**src/rtl/gated_burst_monitor_if.sv**
```systemverilog
// Bus bundle between a gated burst clock source/observer and the monitor.
// frame_valid is a valid-only strobe with no ready: the consumer must capture
// m1_meas/x_meas/m2_meas/frame_err in the single cycle frame_valid is high.
// Those outputs then hold until the next strobe.
interface gated_burst_monitor_if #(
    parameter int M1_WIDTH = 10,
    parameter int M2_WIDTH = 10,
    parameter int X_WIDTH  = 5
);
    logic                enable;
    logic                burst_clk;
    logic                burst_phase;
    logic [M1_WIDTH-1:0] m1_meas;
    logic [X_WIDTH-1:0]  x_meas;
    logic [M2_WIDTH-1:0] m2_meas;
    logic                frame_valid;
    logic                frame_err;
    logic [1:0]          fsm_state;

    modport master (
        output enable, burst_clk, burst_phase,
        input  m1_meas, x_meas, m2_meas, frame_valid, frame_err, fsm_state
    );

    modport slave (
        input  enable, burst_clk, burst_phase,
        output m1_meas, x_meas, m2_meas, frame_valid, frame_err, fsm_state
    );
endinterface

```
**src/rtl/gated_burst_monitor.sv**
```systemverilog
// Receive-side checker for a gated burst clock stream.
// For each complete frame (burst phase followed by a silent phase), it measures:
//   - the high width of the first pulse,
//   - the number of pulses,
//   - the length of the silent phase.
// It reports these on the next burst edge.
// The FSM state is exposed on bus.fsm_state for observation.
module gated_burst_monitor #(
    parameter int M1_WIDTH = 10,
    parameter int M2_WIDTH = 10,
    parameter int X_WIDTH  = 5
) (
    input logic                  clk,
    input logic                  reset,
    gated_burst_monitor_if.slave bus
);
    typedef enum logic [1:0] {
        IDLE   = 2'd0,
        BURST  = 2'd1,
        SILENT = 2'd2
    } state_t;

    localparam logic [M1_WIDTH-1:0] HI_MAX  = '1;
    localparam logic [X_WIDTH-1:0]  X_MAX   = '1;
    localparam logic [M2_WIDTH-1:0] SIL_MAX = '1;
    localparam logic [M1_WIDTH-1:0] HI_ONE  = M1_WIDTH'(1);
    localparam logic [X_WIDTH-1:0]  X_ONE   = X_WIDTH'(1);
    localparam logic [M2_WIDTH-1:0] SIL_ONE = M2_WIDTH'(1);

    state_t              state, state_n;
    logic                clk_d, phase_d;
    logic [M1_WIDTH-1:0] hi_cnt, hi_n;
    logic [M1_WIDTH-1:0] first_w, first_w_n;
    logic [X_WIDTH-1:0]  pulse_cnt, pulse_n;
    logic [M2_WIDTH-1:0] sil_cnt, sil_n;
    logic                first_done, first_done_n;
    logic                mism, mism_n;
    logic                sat, sat_n;
    logic                report;
    logic                start;

    logic rise_c, fall_c, rise_p, fall_p;

    assign rise_c = bus.burst_clk & ~clk_d;
    assign fall_c = ~bus.burst_clk & clk_d;
    assign rise_p = bus.burst_phase & ~phase_d;
    assign fall_p = ~bus.burst_phase & phase_d;

    assign bus.fsm_state = state;

    // Previous-cycle samples for edge detection.
    // These keep tracking while disabled, so that re-enabling mid-burst
    // cannot fake a phase edge.
    always_ff @(posedge clk) begin
        if (reset) begin
            clk_d   <= 1'b0;
            phase_d <= 1'b0;
        end else begin
            clk_d   <= bus.burst_clk;
            phase_d <= bus.burst_phase;
        end
    end

    // Next-state and accumulator update logic.
    always_comb begin
        state_n      = state;
        hi_n         = hi_cnt;
        first_w_n    = first_w;
        pulse_n      = pulse_cnt;
        sil_n        = sil_cnt;
        first_done_n = first_done;
        mism_n       = mism;
        sat_n        = sat;
        report       = 1'b0;
        start        = 1'b0;

        if (!bus.enable) begin
            state_n      = IDLE;
            hi_n         = '0;
            first_w_n    = '0;
            pulse_n      = '0;
            sil_n        = '0;
            first_done_n = 1'b0;
            mism_n       = 1'b0;
            sat_n        = 1'b0;
        end else begin
            case (state)
                IDLE: begin
                    // A partial frame seen after reset or enable is skipped.
                    if (rise_p) begin
                        state_n = BURST;
                        start   = 1'b1;
                    end
                end
                BURST: begin
                    if (fall_p) begin
                        // A pulse still high here is abandoned without a width compare.
                        state_n = SILENT;
                        sil_n   = SIL_ONE;
                    end else begin
                        if (rise_c) begin
                            hi_n = HI_ONE;
                            if (pulse_cnt == X_MAX) begin
                                sat_n = 1'b1;
                            end else begin
                                pulse_n = pulse_cnt + 1'b1;
                            end
                        end else if (bus.burst_clk) begin
                            if (hi_cnt == HI_MAX) begin
                                sat_n = 1'b1;
                            end else begin
                                hi_n = hi_cnt + 1'b1;
                            end
                        end
                        if (fall_c) begin
                            if (!first_done) begin
                                first_w_n    = hi_cnt;
                                first_done_n = 1'b1;
                            end else if (hi_cnt != first_w) begin
                                mism_n = 1'b1;
                            end
                        end
                    end
                end
                SILENT: begin
                    if (rise_p) begin
                        report  = 1'b1;
                        state_n = BURST;
                        start   = 1'b1;
                    end else if (sil_cnt == SIL_MAX) begin
                        sat_n = 1'b1;
                    end else begin
                        sil_n = sil_cnt + 1'b1;
                    end
                end
                default: state_n = IDLE;
            endcase

            // The phase-edge cycle opens a new frame.
            // A pulse rising on that same edge is counted.
            if (start) begin
                pulse_n      = rise_c ? X_ONE : '0;
                hi_n         = {{(M1_WIDTH-1){1'b0}}, bus.burst_clk};
                first_w_n    = '0;
                first_done_n = 1'b0;
                mism_n       = 1'b0;
                sat_n        = 1'b0;
            end
        end
    end

    // State and accumulator registers.
    always_ff @(posedge clk) begin
        if (reset) begin
            state      <= IDLE;
            hi_cnt     <= '0;
            first_w    <= '0;
            pulse_cnt  <= '0;
            sil_cnt    <= '0;
            first_done <= 1'b0;
            mism       <= 1'b0;
            sat        <= 1'b0;
        end else begin
            state      <= state_n;
            hi_cnt     <= hi_n;
            first_w    <= first_w_n;
            pulse_cnt  <= pulse_n;
            sil_cnt    <= sil_n;
            first_done <= first_done_n;
            mism       <= mism_n;
            sat        <= sat_n;
        end
    end

    // Report registers: loaded once per closed frame, otherwise held.
    always_ff @(posedge clk) begin
        if (reset) begin
            bus.m1_meas     <= '0;
            bus.x_meas      <= '0;
            bus.m2_meas     <= '0;
            bus.frame_err   <= 1'b0;
            bus.frame_valid <= 1'b0;
        end else begin
            bus.frame_valid <= report;
            if (report) begin
                bus.m1_meas   <= first_w;
                bus.x_meas    <= pulse_cnt;
                bus.m2_meas   <= sil_cnt;
                bus.frame_err <= mism | sat;
            end
        end
    end
endmodule

```
**src/flat_wrapper.sv**
```systemverilog
// flat-port wrapper written by rule: the top's interface ports become plain ports
module gated_burst_monitor_flat 
#(
    parameter int M1_WIDTH = 10,
    parameter int M2_WIDTH = 10,
    parameter int X_WIDTH  = 5
)
  (clk, reset, bus_enable, bus_burst_clk, bus_burst_phase, bus_m1_meas, bus_x_meas, bus_m2_meas, bus_frame_valid, bus_frame_err, bus_fsm_state);
  gated_burst_monitor_if #(.M1_WIDTH(M1_WIDTH), .M2_WIDTH(M2_WIDTH), .X_WIDTH(X_WIDTH)) bus_i ();
  input logic clk;
  input logic reset;
  input wire logic [$bits(bus_i.enable)-1:0] bus_enable;
  input wire logic [$bits(bus_i.burst_clk)-1:0] bus_burst_clk;
  input wire logic [$bits(bus_i.burst_phase)-1:0] bus_burst_phase;
  output wire logic [$bits(bus_i.m1_meas)-1:0] bus_m1_meas;
  output wire logic [$bits(bus_i.x_meas)-1:0] bus_x_meas;
  output wire logic [$bits(bus_i.m2_meas)-1:0] bus_m2_meas;
  output wire logic [$bits(bus_i.frame_valid)-1:0] bus_frame_valid;
  output wire logic [$bits(bus_i.frame_err)-1:0] bus_frame_err;
  output wire logic [$bits(bus_i.fsm_state)-1:0] bus_fsm_state;
  assign bus_i.enable = bus_enable;
  assign bus_i.burst_clk = bus_burst_clk;
  assign bus_i.burst_phase = bus_burst_phase;
  assign bus_m1_meas = bus_i.m1_meas;
  assign bus_x_meas = bus_i.x_meas;
  assign bus_m2_meas = bus_i.m2_meas;
  assign bus_frame_valid = bus_i.frame_valid;
  assign bus_frame_err = bus_i.frame_err;
  assign bus_fsm_state = bus_i.fsm_state;
  gated_burst_monitor #(.M1_WIDTH(M1_WIDTH), .M2_WIDTH(M2_WIDTH), .X_WIDTH(X_WIDTH)) u_core (.clk(clk), .reset(reset), .bus(bus_i));
endmodule
```
**config.mk**
```make
export PLATFORM = sky130hd
export DESIGN_NAME = gated_burst_monitor_flat
export DESIGN_NICKNAME = d
export VERILOG_FILES = /design/src/rtl/gated_burst_monitor_if.sv /design/src/rtl/gated_burst_monitor.sv /design/src/flat_wrapper.sv
export SDC_FILE = /design/constraint.sdc
export NUM_CORES = 1
export LEC_CHECK = 0
export CAP_MARGIN = 20
export CORE_MARGIN = 4
export CORE_UTILIZATION = 55
export CTS_BUF_LIST = sky130_fd_sc_hd__clkbuf_4 sky130_fd_sc_hd__clkbuf_8
export DETAILED_ROUTE_END_ITERATION = 10
export GPL_ROUTABILITY_DRIVEN = 0
export HOLD_SLACK_MARGIN = 0.08
export PLACE_DENSITY_LB_ADDON = 0.2
export RECOVER_POWER = 100
export SYNTH_ARGS = -nofsm -noshare
export SYNTH_HDL_FRONTEND = slang
export SYNTH_SLANG_ARGS = --single-unit
```
**constraint.sdc**
```tcl
create_clock -name clk -period 3.1 [get_ports clk]
set_clock_uncertainty 0.2 [all_clocks]
set_input_delay 0.31 -clock clk [delete_from_list [all_inputs] [get_ports clk]]
set_output_delay 0.31 -clock clk [all_outputs]
set_load 0.1 [all_outputs]
```
Yosys cells after proc, flatten, opt, wreduce, memory -nomap -nowiden
Cells that the tools add are included.
- register bits: 69
- bits of input ports: 5
- output and inout port bits: 29
- add/sub/neg operators: 3
- equality and inequality tests: 19
- mux-type cells: 32
- bitwise gates (word level): 12
- reductions and logical operators: 18
- operator list (kind ; number):
    $mux W10 ; 6
    $mux W5 ; 5
    $add A10 B1 Y10 const B ; 2
    $eq A10 B10 Y1 const B ; 2
    $pmux W10 S2 ; 1
    $reduce_and A4 Y1 ; 5
    $mux W1 ; 16
    $ne A10 B10 Y1 ; 1
    $ne A2 B2 Y1 const B ; 5
    $ne A2 B1 Y1 const B ; 4
    $reduce_bool A2 Y1 ; 4
    $not A1 Y1 ; 7
    $reduce_and A7 Y1 ; 1
    $ne A3 B2 Y1 const B ; 2
    $add A5 B1 Y5 const B ; 1
    $eq A5 B5 Y1 const B ; 1
    $reduce_and A5 Y1 ; 1
    $and A1 B1 Y1 ; 4
    $mux W2 ; 2
    $pmux W2 S2 ; 1
    $reduce_or A2 Y1 ; 2
    $ne A3 B1 Y1 const B ; 1
    $ne A3 B3 Y1 const B ; 1
    $reduce_and A3 Y1 ; 1
    other kinds (8) ; 8

Longest topological paths before layout
Gate-level depths: netlist (run 1).
- word-level depth: 7
- depth in mapped cells: 9
- depth with buffers taken out: 7

Least setup slack after synthesis (run 1)
No wires, ideal clock.
- kind: register to register
- start point: register u_core.state[0], in the netlist u_core.bus.fsm_state[0]
- end point: register u_core.pulse_cnt[3]
- library setup time: 0.070 ns
- arrival time: 2.702 ns
- data required time: 2.830 ns
- setup slack: 0.128 ns
- cell stages (with the launch flop): 9
- buffers on the path: 2
- cells stage by stage: dfxtp_1 -> inv_1 -> ha_1 -> buf_2 -> or2_1 -> buf_2 -> and2_4 -> or4_1 -> a21oi_1
- word-level cells in the longest chain between the ends: 6
- ends and longest elaborated chain (item ; RTL line ; RTL):
    start, declared ; gated_burst_monitor.sv:30 ; state_t state, state_n;
    start signal, assigned ; gated_burst_monitor.sv:164 ; state <= state_n;
    $eq A2 B2 Y1 or $logic_not A2 Y1 (tied branches) ; gated_burst_monitor.sv:87 ; case (state)
    $reduce_or A2 Y1 (no source line) ; - ;
    $mux W1 ; - ;
    $mux W1 ; gated_burst_monitor.sv:77 ; if (!bus.enable) begin
    $ne A2 B2 Y1 (no source line) or $reduce_bool A2 Y1 (tied branches) ; - ;
    $reduce_and A4 Y1 (no source line) ; - ;
    end signal, assigned ; gated_burst_monitor.sv:167 ; pulse_cnt <= pulse_n;
    end, declared ; gated_burst_monitor.sv:34 ; logic [X_WIDTH-1:0] pulse_cnt, pulse_n;
Parallel ways exist; a longest one is shown, timed or not. The select of a mux whose other input is x is not followed.
A chain may end at the register's enable or synchronous reset.

Worst setup path in the final report (run 1)
Ends and elaborated chain as after synthesis.

==> reports/qor.txt, run 1 <==
Outcome -> completed
Fin. Hold Viols -> 0
VDD IR max -> 0.000259 V
Routed vias -> 2,976
Syn_area_per_cell -> 8.36 um^2
WL per Instance -> 15.2 um
Worst EP arrival -> 2.73 ns
Clk Latency, worst-skew pair -> 0.35 ns
Clock buffer depth -> 2
Power share of the sequential group -> 55.4%
P per Cell Area -> 445 nW/um^2
Multi-input logic area -> 1750 um^2
Max-slew headroom -> 20.8%
Grt ovf -> 0
Sequential share of the synthesized area -> 42.3%
Post-synth EDFFs -> 0
Initial DRC count -> 195
CTS H-Tree Depth -> 3
Root Buffer -> clkbuf_8
Setup Viol. Count Final -> 0
Setup_tns -> 0 ns
Max Cap Violations -> 0
Fraction of registers with async set/reset -> 0%
Synth Cell Area -> 3260 um^2
Minimum clock period -> 2.65 ns
Mapped Cells -> 390
Worst setup EP type -> register
Main synth FF type -> dfxtp_1
Die Footprint -> 7230 um^2
Post-CTS Repair Setup Buffers -> 0
Gr usage total -> 21.4%
First-pass GRT wire length -> 12,600 um
Total CTS buffers -> 9
Fin nets -> 434
Internal power -> 1.20 mW
Vias in the first global route -> 2,728
Synthesized Nets -> 402
Net Sw Frac -> 25.7%
ANT nets after route -> 0
Vias per cell -> 5.98
NetSw -> 0.414 mW
FF+latch count, synth -> 69
Crit-path max FO -> 18
# diodes -> 0
Worst setup SP type -> register
Gate power share -> 5.5%
TritonCTS Sinks -> 69
Register Area -> 1380 um^2
Starting Density -> 57.8%
I/O Buffers -> 33
Share of layout cells above drive strength 1 -> 7.28%
Pin count of the biggest net entering global routing -> 27
Hold bufs inserted after CTS -> 0
Final Slew Violations -> 0
Area Growth Syn to Fin -> 11.3%
Number of fill cells in the layout -> 519
Die Wd -> 85.0 um
Critical path required time -> 3.18 ns
Final period util -> 85.4%
Cell variety after synth -> 60
WS Path Type -> register to register
Fin util -> 64.3%
Pre-CTS setup slack -> 0.548 ns
F_max -> 378 MHz
Initial antenna violation count -> 0
DR pass1 iterations -> 4
TritonCTS clock tree -> done
Ys Warns -> 0
DRC -> 0
Cts repair resizes -> 0
Clock network power share -> 39.1%
Die height -> 85.0 um
Final WL -> 7570 um
Worst-path clk slew -> 0.08 ns
# rows -> 27
DP Wirelength -> 5380 um
Std-Cell Core Area -> 5640 um^2
RSZ-0062 raised after global routing -> no
Worst slew pin tran -> 1.19 ns
Post-Place Cells -> 482
Hold/Removal Path Class -> register to register
Non-Filler Instances -> 498
Final Worst Setup Slack -> 0.452 ns
Leak -> 1.12 nW
Ports -> 34
==> critical path: stages, from the launching register on <==
cell	delay [ns]
dfxtp_1	0.41
inv_1	0.12
ha_1	0.41
or2_0	0.46
and2_0	0.31
or4_1	0.53
a21oi_1	0.15
==> stage by stage <==
stage	cell area [um^2]	hold WS, ns	power (mW)
after floorplan	3260	0.227	0.975
after global placement	3580	0.237	1.00
after detailed placement	3580	0.248	1.00
after CTS	3750	0.259	1.63
after global routing	3630	0.273	1.67
final	3630	0.254	1.61
==> final timing paths <==
| kind | from | slack (ns) | cells past startpoint | to |
|---|---|---|---|---|
| worst max-delay path | u_core.bus.fsm_state[0]$_SDFFE_PP0P_ | 0.45 | 6 | u_core.pulse_cnt[3]$_SDFFE_PP0P_ |
| worst min-delay path | u_core.bus.m1_meas[6]$_SDFFE_PP0P_ | 0.25 | 2 | u_core.bus.m1_meas[6]$_SDFFE_PP0P_ |
| worst max register to register | u_core.bus.fsm_state[0]$_SDFFE_PP0P_ | 0.45 | 6 | u_core.pulse_cnt[3]$_SDFFE_PP0P_ |
| worst min register to register | u_core.bus.m1_meas[6]$_SDFFE_PP0P_ | 0.25 | 2 | u_core.bus.m1_meas[6]$_SDFFE_PP0P_ |
==> synthesized netlist by cell type, types with 2 or more instances <==
master,instances,area [um^2]
inv_1,8,30.0
a221oi_1,2,17.5
dfxtp_1,69,1380
nand3_2,2,20.0
mux2i_1,10,100
o211ai_1,2,15.0
nand2b_1,5,31.3
nor2b_1,7,43.8
and3_1,6,37.5
a2bb2oi_1,2,17.5
or3_1,8,50.1
a21oi_1,46,230
o21ai_0,16,80.1
or4_1,6,45.0
nand2_1,68,255
o31ai_1,9,67.6
clkbuf_1,12,45.0
nand3_1,11,55.1
a22oi_1,2,15.0
a211oi_1,2,15.0
xnor2_1,8,70.1
ha_1,7,87.6
nand4_1,10,62.6
nor4_1,3,18.8
xor2_1,2,17.5
nor2_1,20,75.1
buf_2,7,35.0
nor3_1,6,30.0
a311oi_1,2,17.5
a41oi_1,2,17.5
==> cell families (layout without fill, tap and decap cells) <==
logic type / count (synthesis) / after routing / share of synthesized area, %
DFF: 69 / 69 / 42.3
AOI/OAI and AO/OA: 102 / 102 / 19.8
muxes: 10 / 10 / 3.07
xor gates and xnor gates: 10 / 10 / 2.69
and+or+nand+nor: 163 / 163 / 25.7
adders and majority gates: 7 / 7 / 2.68
buffers and inverters: 29 / 65 / 3.72
==> power groups by stage <==
stage               logic, mW  registers [mW]  clock network (mW)
finish                 0.0889           0.894               0.630
global route           0.0974           0.895               0.678
CTS                    0.0901           0.894               0.643
detailed placement     0.0897           0.915                   0
global placement       0.0887           0.915                   0
floorplan              0.0572           0.918                   0
==> state kept, by name, indices dropped and copies added (netlist names) <==
signal	count
u_core.bus.fsm_state	2
u_core.bus.x_meas	5
u_core.sat	1
u_core.bus.m2_meas	10
u_core.first_w	10
u_core.bus.frame_err	1
u_core.sil_cnt	10
u_core.bus.frame_valid	1
u_core.first_done	1
u_core.phase_d	1
u_core.bus.m1_meas	10
u_core.hi_cnt	10
u_core.pulse_cnt	5
u_core.clk_d	1
u_core.mism	1
==> metal layers <==
metal | wire length, um | part of all wire [%] | GRT usage, %
met1 | 3540 | 47 | 28.4
met2 | 3510 | 46 | 32.7
met3 | 376 | 5.0 | 4.66
met4 | 141 | 1.9 | 10.8
met5 | 0 | 0 | 0
==> cells in the final DEF, fill, tap and decap left out, types with 2 or more instances in the layout <==
cell,count
clkdlybuf4s50_1,3
a2bb2oi_1,2
nor3_1,7
and2_0,3
inv_1,8
clkbuf_1,30
o311ai_0,2
a211oi_1,2
a21oi_1,46
a221oi_1,2
nand2_1,68
or3_1,8
ha_1,7
clkinvlp_4,3
nand3_1,12
or4_1,6
nand4_1,10
xor2_1,2
nor4_1,2
o31ai_1,9
nor2_1,20
buf_4,7
and3_1,6
nand2b_1,5
o21ai_0,16
xnor2_1,8
dfxtp_1,69
nor2b_1,7
mux2i_1,10
a311oi_1,2
a22oi_1,2
clkinv_2,2
a41oi_1,2
o211ai_1,2
clkbuf_8,9
==> final cells by class <==
type	instances	share of cell area [%]
clock buffer	9	3.41
clock inverter	6	1.14
inverter	8	0.827
multi-input combinational	292	48.3
sequential	69	38.1
tap	72	2.48
timing repair buffer	42	5.79
Note: power is estimated with default switching activity, not from simulation.
==> run 2, diff against run 1 <==
Settings changed: CORE_ASPECT_RATIO set to 1.75, TNS_END_PERCENT set to 50.
==> reports/qor.txt, run 2 (synthesis results as in run 1) <==
Grt ovf -> 0 (unchanged)
Die height -> 110 um (was 85.0 um)
Gate power share -> 5.4% (was 5.5%)
Commonest non-fill, non-tap cell in the layout -> dfxtp_1 (unchanged)
VDD IR max -> 0.000319 V (was 0.000259 V)
Share of layout cells above drive strength 1 -> 7.48% (was 7.28%)
Vias in the first global route -> 2,950 (was 2,728)
Clock network power share -> 40.9% (was 39.1%)
Routed vias -> 3,038 (was 2,976)
Non-Filler Instances -> 504 (was 498)
Worst EP arrival -> 2.73 ns (about the same)
Worst R2R Path Depth -> 6 (unchanged)
Crit-path max FO -> 16 (was 18)
Reg2reg start -> u_core.bus.fsm_state[0]$_SDFFE_PP0P_ (unchanged)
Crit path from -> bus_burst_phase (was u_core.bus.fsm_state[0]$_SDFFE_PP0P_)
Die Wd -> 66.2 um (was 85.0 um)
Post-Place Cells -> 489 (was 482)
Clk Latency, worst-skew pair -> 0.35 ns (about the same)
Leak -> 1.15 nW (was 1.12 nW)
I/O Buffers -> 33 (unchanged)
End of the critical path -> u_core.bus.m2_meas[4]$_SDFFE_PP0P_ (was u_core.pulse_cnt[3]$_SDFFE_PP0P_)
Internal power -> 1.28 mW (was 1.20 mW)
Fin. Hold Viols -> 0 (unchanged)
ANT nets after route -> 0 (unchanged)
Clock buffer depth -> 2 (unchanged)
NetSw -> 0.382 mW (was 0.414 mW)
RSZ-0062 raised after global routing -> no (unchanged)
Die Footprint -> 7280 um^2 (was 7230 um^2)
Total CTS buffers -> 9 (unchanged)
Power share of the sequential group -> 53.7% (was 55.4%)
Worst-path clk slew -> 0.07 ns (was 0.08 ns)
CTS H-Tree Depth -> 3 (unchanged)
Fin nets -> 436 (was 434)
Area Growth Syn to Fin -> 12.5% (was 11.3%)
Final period util -> 85.5% (was 85.4%)
Worst slew pin tran -> 1.19 ns (about the same)
First-pass GRT wire length -> 13,600 um (was 12,600 um)
Root Buffer -> clkbuf_8 (unchanged)
Gr usage total -> 24.3% (was 21.4%)
Placed cell areas -> 3610 um^2 (was 3580 um^2)
Most frequent cells in the layout -> 69 x dfxtp_1, 68 x nand2_1, 46 x a21oi_1 (unchanged)
Cts repair resizes -> 0 (unchanged)
Worst setup SP type -> input port (was register)
F_max -> 377 MHz (was 378 MHz)
Initial DRC count -> 238 (was 195)
Cell area after layout -> 3670 um^2 (was 3630 um^2)
Setup_tns -> 0 ns (unchanged)
TritonCTS Sinks -> 69 (unchanged)
Critical path required time -> 3.18 ns (about the same)
Initial antenna violation count -> 0 (unchanged)
Number of fill cells in the layout -> 552 (was 519)
Net Sw Frac -> 22.9% (was 25.7%)
DR pass1 iterations -> 4 (unchanged)
Ports -> 34 (unchanged)
Max Cap Violations -> 0 (unchanged)
Pin count of the biggest net entering global routing -> 19 (was 27)
Final Slew Violations -> 0 (unchanged)
TritonCTS clock tree -> done (unchanged)
Starting Density -> 57.5% (was 57.8%)
Std-Cell Core Area -> 5680 um^2 (was 5640 um^2)
Final hold slack -> 0.254 ns (about the same)
Vias per cell -> 6.03 (was 5.98)
DRC -> 0 (unchanged)
Hold bufs inserted after CTS -> 0 (unchanged)
Setup Viol. Count Final -> 0 (unchanged)
R2R Path End -> u_core.pulse_cnt[3]$_SDFFE_PP0P_ (unchanged)
DP Wirelength -> 5890 um (was 5380 um)
Outcome -> completed (unchanged)
WL per Instance -> 16.0 um (was 15.2 um)
# diodes -> 0 (unchanged)
Worst setup EP type -> register (unchanged)
P per Cell Area -> 454 nW/um^2 (was 445 nW/um^2)
# rows -> 36 (was 27)
Minimum clock period -> 2.65 ns (about the same)
Hold/Removal Path Class -> register to register (unchanged)
WS Path Type -> input port to register (was register to register)
Flop2flop setup slack -> 0.51 ns (was 0.45 ns)
Final WL -> 8070 um (was 7570 um)
Max-slew headroom -> 21.3% (was 20.8%)
Post-CTS Repair Setup Buffers -> 0 (unchanged)
-- run 2: cell types whose count changed in the layout (fill, tap and decap cells not counted), sizes merged --
cell / before / now
clkbuf: 39 / 46
clkinvlp: 3 / 0
clkinv: 3 / 1
clkdlybuf4s50: 3 / 2
dlygate4sd3: 1 / 2
-- run 2: per-layer routing --
layer / GRT usage (%) / vias to the layer above / share of wire [%]
li1: - / 1476 / -
met1: 26.5 / 1455 / 39
met2: 43.1 / 83 / 54
met3: 5.93 / 24 / 3.9
met4: 11.8 / 0 / 3.0
met5: 0 / - / 0
-- run 2: power by group through the flow --
stage | logic, mW | clock network, mW | registers (mW)
after floorplan | 0.0572 | 0 | 0.918
after global placement | 0.0895 | 0 | 0.914
after detailed placement | 0.0907 | 0 | 0.914
after CTS | 0.0913 | 0.701 | 0.894
after global routing | 0.0982 | 0.736 | 0.894
final | 0.0899 | 0.682 | 0.894
-- run 2: worst min path at each step --
stage | start | to | slack (ns) | cells after the start
6_report | u_core.bus.m1_meas[5]$_SDFFE_PP0P_ | u_core.bus.m1_meas[5]$_SDFFE_PP0P_ | 0.25 | 2
5_1_grt | u_core.bus.m1_meas[5]$_SDFFE_PP0P_ | u_core.bus.m1_meas[5]$_SDFFE_PP0P_ | 0.28 | 2
4_1_cts | u_core.bus.m1_meas[5]$_SDFFE_PP0P_ | u_core.bus.m1_meas[5]$_SDFFE_PP0P_ | 0.26 | 2
3_5_place_dp | u_core.bus.m1_meas[5]$_SDFFE_PP0P_ | u_core.bus.m1_meas[5]$_SDFFE_PP0P_ | 0.25 | 2
3_3_place_gp | u_core.mism$_SDFFE_PP0P_ | u_core.mism$_SDFFE_PP0P_ | 0.24 | 2
2_1_floorplan | u_core.mism$_SDFFE_PP0P_ | u_core.mism$_SDFFE_PP0P_ | 0.23 | 2
-- run 2: stage by stage --
stage          setup slack [ns]  total power [mW]  utilization, %
5_1_grt                   0.283              1.73            64.6
2_1_floorplan             0.128             0.975               -
3_5_place_dp              0.355              1.01            63.6
4_1_cts                   0.642              1.69            66.9
3_3_place_gp              0.442              1.00            63.6
6_report                  0.450              1.67            64.6
-- run 2: layout make-up --
class | instances | area [um^2] | share of cell area [%]
multi-input combinational | 292 | 1760 | 47.9
sequential | 69 | 1380 | 37.7
timing repair buffer | 44 | 220 | 6.00
clock buffer | 14 | 180 | 4.91
tap | 76 | 95.1 | 2.59
inverter | 8 | 30.0 | 0.819
clock inverter | 1 | 5.00 | 0.136
-- run 2: worst max-delay path: stages --
cell and delay [ns]:
dlygate4sd3_1 0.60, nor2b_1 0.66, and3_1 0.28, clkbuf_1 0.59, nand2_1 0.13, a21oi_1 0.16
